`src/rtl/cordic_arbiter.sv`:
```
// cordic_arbiter
//   Shares one iterative CORDIC core among N_REQ requesters. A round-robin
//   arbiter accepts one angle at a time, pulses the core start, waits for the
//   core to finish (or abandons the job after TIMEOUT_CYCLES), then returns
//   the result tagged with the requester index over a valid/ready port.
//
// Ports
//   CLK, RESET_PULSE          clock (rising edge), asynchronous active-low reset
//   REQ_VALID/REQ_ANGLE       per-requester request; angle i at [8i+7:8i]
//   REQ_READY                 one-hot grant, asserted combinationally in IDLE
//   CORE_START/CORE_ANGLE     start pulse and held angle to the core
//   CORE_DONE/CORE_RESULT     core completion pulse and result
//   RSP_VALID/RSP_READY       response handshake
//   RSP_ID/RSP_VALUE/RSP_ERR  requester index, result (0 on timeout), timeout flag
//   BUSY                      high whenever a job is in flight
module cordic_arbiter #(
  parameter int unsigned N_REQ          = 4,
  parameter int unsigned ID_W           = 2,
  parameter int unsigned TIMEOUT_CYCLES = 32
) (
  input  logic                 CLK,
  input  logic                 RESET_PULSE,
  input  logic [N_REQ-1:0]     REQ_VALID,
  input  logic [8*N_REQ-1:0]   REQ_ANGLE,
  output logic [N_REQ-1:0]     REQ_READY,
  output logic                 CORE_START,
  output logic [7:0]           CORE_ANGLE,
  input  logic                 CORE_DONE,
  input  logic [7:0]           CORE_RESULT,
  output logic                 RSP_VALID,
  input  logic                 RSP_READY,
  output logic [ID_W-1:0]      RSP_ID,
  output logic [7:0]           RSP_VALUE,
  output logic                 RSP_ERR,
  output logic                 BUSY
);

  localparam int unsigned CNT_W = $clog2(TIMEOUT_CYCLES);

  typedef enum logic [1:0] {
    ST_IDLE,
    ST_ISSUE,
    ST_WAIT,
    ST_RESPOND
  } state_t;

  state_t           state;
  logic [ID_W-1:0]  rr_ptr;
  logic [CNT_W-1:0] wait_cnt;

  logic [7:0]       angle_arr [N_REQ];
  logic             grant_any;
  logic [ID_W-1:0]  grant_idx;
  logic [ID_W-1:0]  cand;

  for (genvar g = 0; g < N_REQ; g++) begin : g_angle
    assign angle_arr[g] = REQ_ANGLE[8*g+7:8*g];
  end

  // Round-robin search: first asserted requester after rr_ptr, wrapping.
  always_comb begin
    grant_any = 1'b0;
    grant_idx = '0;
    cand      = '0;
    for (int unsigned k = 1; k <= N_REQ; k++) begin
      cand = ID_W'((32'(rr_ptr) + k) % N_REQ);
      if (!grant_any && REQ_VALID[cand]) begin
        grant_any = 1'b1;
        grant_idx = cand;
      end
    end
  end

  // Gated by reset so a requester holding VALID during reset never sees a
  // grant that the held-in-reset FSM would not honour.
  always_comb begin
    REQ_READY = '0;
    if (state == ST_IDLE && RESET_PULSE && grant_any) begin
      REQ_READY[grant_idx] = 1'b1;
    end
  end

  assign CORE_START = (state == ST_ISSUE);
  assign BUSY       = (state != ST_IDLE);

  always_ff @(posedge CLK or negedge RESET_PULSE) begin
    if (!RESET_PULSE) begin
      state      <= ST_IDLE;
      rr_ptr     <= ID_W'(N_REQ - 1);
      wait_cnt   <= '0;
      CORE_ANGLE <= '0;
      RSP_VALID  <= 1'b0;
      RSP_ID     <= '0;
      RSP_VALUE  <= '0;
      RSP_ERR    <= 1'b0;
    end else begin
      case (state)
        ST_IDLE: begin
          if (grant_any) begin
            CORE_ANGLE <= angle_arr[grant_idx];
            RSP_ID     <= grant_idx;
            rr_ptr     <= grant_idx;
            state      <= ST_ISSUE;
          end
        end
        ST_ISSUE: begin
          wait_cnt <= '0;
          state    <= ST_WAIT;
        end
        ST_WAIT: begin
          wait_cnt <= wait_cnt + CNT_W'(1);
          // DONE takes priority over a coincident timeout.
          if (CORE_DONE) begin
            RSP_VALUE <= CORE_RESULT;
            RSP_ERR   <= 1'b0;
            RSP_VALID <= 1'b1;
            state     <= ST_RESPOND;
          end else if (wait_cnt == CNT_W'(TIMEOUT_CYCLES - 1)) begin
            RSP_VALUE <= '0;
            RSP_ERR   <= 1'b1;
            RSP_VALID <= 1'b1;
            state     <= ST_RESPOND;
          end
        end
        ST_RESPOND: begin
          if (RSP_READY) begin
            RSP_VALID <= 1'b0;
            state     <= ST_IDLE;
          end
        end
        default: state <= ST_IDLE;
      endcase
    end
  end

endmodule

```
`config.mk`:
```
export PLATFORM = sky130hd
export DESIGN_NAME = cordic_arbiter
export DESIGN_NICKNAME = d
export VERILOG_FILES = /design/src/rtl/cordic_arbiter.sv
export SDC_FILE = /design/constraint.sdc
export NUM_CORES = 1
export LEC_CHECK = 0
export ABC_AREA = 1
export CAP_MARGIN = 20
export CORE_MARGIN = 8
export CORE_UTILIZATION = 40
export CTS_CLUSTER_SIZE = 14
export DETAILED_ROUTE_END_ITERATION = 6
export HOLD_SLACK_MARGIN = 0.1
export PLACE_DENSITY = 0.77
export SETUP_SLACK_MARGIN = 0.5
export SLEW_MARGIN = 10
export SYNTH_ARGS = -nofsm -noshare
export SYNTH_HDL_FRONTEND = slang
export SYNTH_SLANG_ARGS = --single-unit
```
`constraint.sdc`:
```
create_clock -name CLK -period 1.9 [get_ports CLK]
set_input_delay 0.38 -clock CLK [delete_from_list [all_inputs] [get_ports CLK]]
set_output_delay 0.38 -clock CLK [all_outputs]
set_load 0.005 [all_outputs]
```
# Word level (Yosys, flattened, before mapping)
# Index checks and enable logic that the tools add are counted.
dict set report word_totals {
  ff_bits 29
  inputBits 48
  out_inout_bits 26
  wordCells 81
}
dict set report op_classes {
  n_addsub 5
  n_lt_le_gt_ge 7
  n_eq_ne 7
  muxes 35
  n_bitwise 1
  n_reduce_logical 18
}
# operator count
set ops {}
lappend ops {{two-way mux 8 bit} 4}
lappend ops {{binary-select mux 8 bit (select 2 bit)} 1}
lappend ops {{two-way mux 2 bit} 8}
lappend ops {{< comparator 2 x 3 -> 1 bit, second input constant} 5}
lappend ops {{two-way mux 1 bit} 13}
lappend ops {{one-hot mux 5 bit (2 select lines)} 1}
lappend ops {{binary-select mux 1 bit (select 2 bit)} 4}
lappend ops {{one-hot mux 2 bit (4 select lines)} 1}
lappend ops {{nonzero test 2 bit} 4}
lappend ops {{logical AND 1 bit} 6}
lappend ops {{AND reduction 3 bit} 2}
lappend ops {{adder 5 x 1 -> 5 bit, second input constant} 1}
lappend ops {{equality test 5 bit, second input constant} 1}
lappend ops {{adder 2 x 1 -> 2 bit, second input constant} 2}
lappend ops {{adder 2 bit, second input constant} 2}
lappend ops {{equality test 2 bit, second input constant} 2}
lappend ops {{two-way mux 4 bit} 1}
lappend ops {{inequality test 2 bit, second input constant} 2}
lappend ops {{AND reduction 2 bit} 2}
lappend ops {{greater-or-equal comparator 3 bit, second input constant} 1}
lappend ops {{zero test 1 bit} 3}
lappend ops {{inequality test 3 bit, second input constant} 1}
lappend ops {{inverter 2 -> 3 bit} 1}
lappend ops {{demux 1 bit (select 2 bit)} 1}
lappend ops {{other kinds (4)} 4}

# Depth between registers and ports, before layout
dict set report logic_depth {
  ltp_word 18
  ltp_mapped 16
  depth_no_buf 15
}

# Worst setup path before layout
# Ideal clock, no wire load.
dict set report synth_timing {
  kind {reg2out}
  from {register rr_ptr[0]}
  to {output REQ_READY[0]}
  t_arrival_ps 1683
  required_time_ps 1520
  slack_ps -163
  stages_incl_launch_ff 12
  n_path_buf 1
  path_cell_list {dfstp_2 > nand2_1 > nand2_2 > nand2_2 > nand2_4 > nor2_1 > nor2_2 > nand2_8 > nand2_8 > buf_12 > inv_2 > nor3_1}
}
dict set report synth_via {
  elab_chain_cells 18
  word_cells_on_any_way 33
  classes_between {4 x add/sub; 2 x order compare; 19 x mux; 8 x reduce/logical}
}
# element line_no
set synth_rtl {}
lappend synth_rtl {{start, declared} 48} ;# logic [ID_W-1:0] rr_ptr;
lappend synth_rtl {{start signal, assigned} 89} ;# rr_ptr <= ID_W'(N_REQ - 1);
lappend synth_rtl {{start signal, assigned} 102} ;# rr_ptr <= grant_idx;
lappend synth_rtl {{adder 2 x 1 -> 2 bit} 66} ;# cand = ID_W'((32'(rr_ptr) + k) % N_REQ);
lappend synth_rtl {{binary-select mux 1 bit (select 2 bit)} 67} ;# if (!grant_any && REQ_VALID[cand]) begin
lappend synth_rtl {{two-way mux 1 bit (implied by the code)} 67}
lappend synth_rtl {{two-way mux 1 bit} 67}
lappend synth_rtl {{zero test 1 bit} 67}
lappend synth_rtl {{logical AND 1 bit} 67}
lappend synth_rtl {{two-way mux 1 bit} 67}
lappend synth_rtl {{zero test 1 bit} 67}
lappend synth_rtl {{(+2 left out)} -}
lappend synth_rtl {{zero test 1 bit} 67}
lappend synth_rtl {{logical AND 1 bit} 67}
lappend synth_rtl {{two-way mux 2 bit} 67}
lappend synth_rtl {{< comparator 2 x 3 -> 1 bit (implied by the code) or greater-or-equal comparator 2 x 1 -> 1 bit (tied branches)} 79} ;# REQ_READY[grant_idx] = 1'b1;
lappend synth_rtl {{logical AND 1 bit (implied by the code)} 79}
lappend synth_rtl {{two-way mux 1 bit (implied by the code)} 79}
lappend synth_rtl {{demux 1 bit (select 2 bit)} 79}
lappend synth_rtl {{two-way mux 4 bit (*)} 78} ;# if (state == ST_IDLE && RESET_PULSE && grant_any) begin
lappend synth_rtl {{end, declared} 25} ;# output logic [N_REQ-1:0] REQ_READY,
# Mark *: on every way between the ends. The rest lies on a longest branch, timed or not. The select of a mux whose other input is x is not followed.

# Final worst setup path
dict set report layout_timing {
  from {register rr_ptr[0]}
  to {output REQ_READY[3]}
}
# Same word-level chain as after synthesis.

==> flow_summary.json <==
{
  "status": "finished with violations",
  "violations": "negative setup slack",
  "place_area_sq_um": 2920,
  "finalPower_mw": 7.84,
  "p_sw_share_pct": 43.5,
  "firstDrtPassIters": 4,
  "post_synth_instance_area_sq_um": 1910,
  "die_area_sq_um": 7250,
  "p_comb_share_pct": 76.6,
  "drc": 0,
  "powerDensity_nw_per_um2": 2190,
  "cts_sinks": 29,
  "clk_pin_slew_ps": 60,
  "postCtsHoldBufs": 0,
  "root_buffer": "clkbuf_8",
  "hold_class": "reg2reg",
  "diodes": 0,
  "num-nets-final": 446,
  "drtAntennaViolNets": 0,
  "ys_types": 28,
  "synthTopCellsByArea": "dfrtp_1 35%, nand2_1 22%, nand2_2 5.9%, nand3_1 5.5%, ha_1 4.6%",
  "fillers": 328,
  "multiInputGateArea_sq_um": 1290,
  "sequentialPowerShare_pct": 13.7,
  "num_rows": 25,
  "drv_slew": 0,
  "grt_first_pass_wirelength_microns": 10400,
  "die_x_microns": 85.1,
  "ys_seq_elements": 29,
  "tritoncts": "done",
  "yosys.area.top_type_share_pct": 35.3,
  "io_pins": 74,
  "dp_hpwl_microns": 4240,
  "period_share_pct": 136,
  "drive_gt1_share_pct": 40.1,
  "cp-start-kind": "flop",
  "grt_setup_unrepaired": "true",
  "min_period_ps": 2580,
  "worst_slack_ps": -676,
  "syn_avg_cell_area_sq_um": 7.33,
  "first_iter_violations": 69,
  "io_buffers": 73,
  "p_leak_nw": 1.85,
  "pre_cts_slack_ps": -884,
  "grt_pass1_vias": 2266,
  "yosysSeqAreaShare_pct": 38.1,
  "cts_max_path_buffers": 2,
  "finalSetupViolCount": 18,
  "area_growth_pct": 87.2,
  "p_int_mw": 4.43,
  "syn_nets": 316,
  "clk_latency_ps": 280,
  "peakVddDrop_mv": 1.57,
  "grt_use_total_pct": 17.6,
  "p_sw_mw": 3.41,
  "wl_microns": 6990,
  "wire_per_inst_microns": 15.7,
  "cp_max_fo": 8,
  "path_class": "reg2out",
  "regArea_sq_um": 728,
  "gp_congestion": 0.863,
  "route.vias.total": 2247,
  "fp.dieH_microns": 85.1,
  "yosysWarnings": 0,
  "numCtsBuffers": 5,
  "dp.cells": 408,
  "grt_start_max_net_pins": 30,
  "h-tree-depth": 2,
  "stdcell_area_sq_um": 3580,
  "worstMarginPinSlew_ps": 368,
  "max_freq_mhz": 388,
  "drv_cap": 0,
  "postSynthCellCount": 261,
  "finalHoldViolCount": 0,
  "vias_per_cell": 5.04,
  "start_util_pct": 41.0,
  "synth_top_area_cell": "dfrtp_1",
  "grt.overflow.total": 0,
  "finalNonFillerCells": 446,
  "cp.required_ps": 1520,
  "worstSetupEndpointType": "primary output",
  "max_slew_margin_pct": 75.5,
  "antenna_found_initial": 0,
  "core_sq_um": 4660,
  "skew_ps": 3.56,
  "clockPowerShare_pct": 9.7,
  "critical_path_arrival_ps": 2200,
  "whs_ps": 477,
  "reg2reg_slack_ps": -540
}
==> worst paths after layout <==
path	start	end	cells after the start
min reg2reg	CORE_ANGLE[6]	CORE_ANGLE[6]	2
max	rr_ptr[0]	REQ_READY[3]	13
min in group asynchronous	RESET_PULSE	wait_cnt[2]	2
max in group asynchronous	RESET_PULSE	rr_ptr[0]	2
max reg2reg	rr_ptr[0]	CORE_ANGLE[0]	17
min	CORE_ANGLE[6]	CORE_ANGLE[6]	2
==> Yosys cell counts (all sizes together) <==
library cell / n
dfstp: 2
o21a: 1
ha: 7
nor3: 8
o21ai: 9
clkbuf: 3
inv: 18
nand2: 132
a21oi: 6
nand3: 22
a22o: 8
buf: 7
dfrtp: 27
a21boi: 1
a22oi: 1
nor2: 9
==> what timing repair did <==
action	in CTS	in global routing
pin swaps	15	25
gates cloned	4	0
setup endpoints to repair	51	31
setup buffers	15	11
gates resized for setup	88	42
==> layout by cell type (no fill, tap or decap), types with 3 or more instances in the layout <==
cell	n
nor3_4	4
buf_2	4
dlygate4sd2_1	20
a21oi_1	4
o21ai_2	3
nand2_1	90
buf_6	14
buf_4	42
nand2_4	8
clkdlybuf4s50_1	47
dfrtp_1	27
o21ai_1	4
nand3_1	20
nor2_2	5
nand2_2	32
ha_2	3
clkbuf_8	5
nor2_4	3
ha_4	3
inv_1	8
a22o_1	8
inv_2	9
==> flip-flops by register name (all words and copies together), names as in the netlist <==
name,cells
RSP_ID,2
rr_ptr,2
state,2
RSP_ERR,1
RSP_VALID,1
RSP_VALUE,8
wait_cnt,5
CORE_ANGLE,8
==> through the flow <==
stage               setup TNS [ps]  utilization, %
floorplan                     -354               -
CTS                          -5640            72.3
finish                       -8360            76.8
global placement             -7260            62.6
detailed placement           -8270            62.6
global route                -10100            76.8
==> power by group through the flow <==
stage	logic [mW]	clock network [mW]	registers, mW
global placement	4.16	0	1.08
detailed placement	4.22	0	1.08
global route	6.47	0.807	1.10
floorplan	2.69	0	1.09
CTS	5.28	0.782	1.07
finish	6.01	0.764	1.07
==> per-layer routing <==
layer / share of wire [%] / track usage [%] / routed length, microns / up-vias
met1: 41 / 20.1 / 2880 / 1057
met3: 6.5 / 5.60 / 455 / 16
met4: 2.2 / 5.34 / 151 / 0
met5: 0 / 0 / 0 / -
li1: - / - / - / 1091
met2: 50 / 30.3 / 3510 / 83
==> cell type report <==
| type | instances | area share (%) |
|---|---|---|
| clock buffers | 5 | 1.92 |
| clock inverters | 3 | 1.82 |
| inverters | 18 | 2.03 |
| multi-input cells | 204 | 36.2 |
| flip-flops and latches | 29 | 20.3 |
| well taps | 54 | 1.89 |
| repair buffers | 133 | 35.8 |
==> critical path, cell delays in order, from the launching register on <==
cell and delay [ps]:
dfstp_2 600, clkinv_4 120, nand2_2 90, nand2_2 70, nand2_2 100, nand2_4 80, nor2_4 130, buf_4 130
nand3_4 80, nand2_8 90, nand2_8 70, buf_4 150, nor3_4 80, buf_2 130
==> cells by family after synthesis <==
family          synth area share (%)
compound gates                  8.97
fa+ha+maj                       4.58
buf+inv                         7.20
flops                           38.1
simple gates                    41.2
Note: power is estimated with default switching activity, not from simulation.
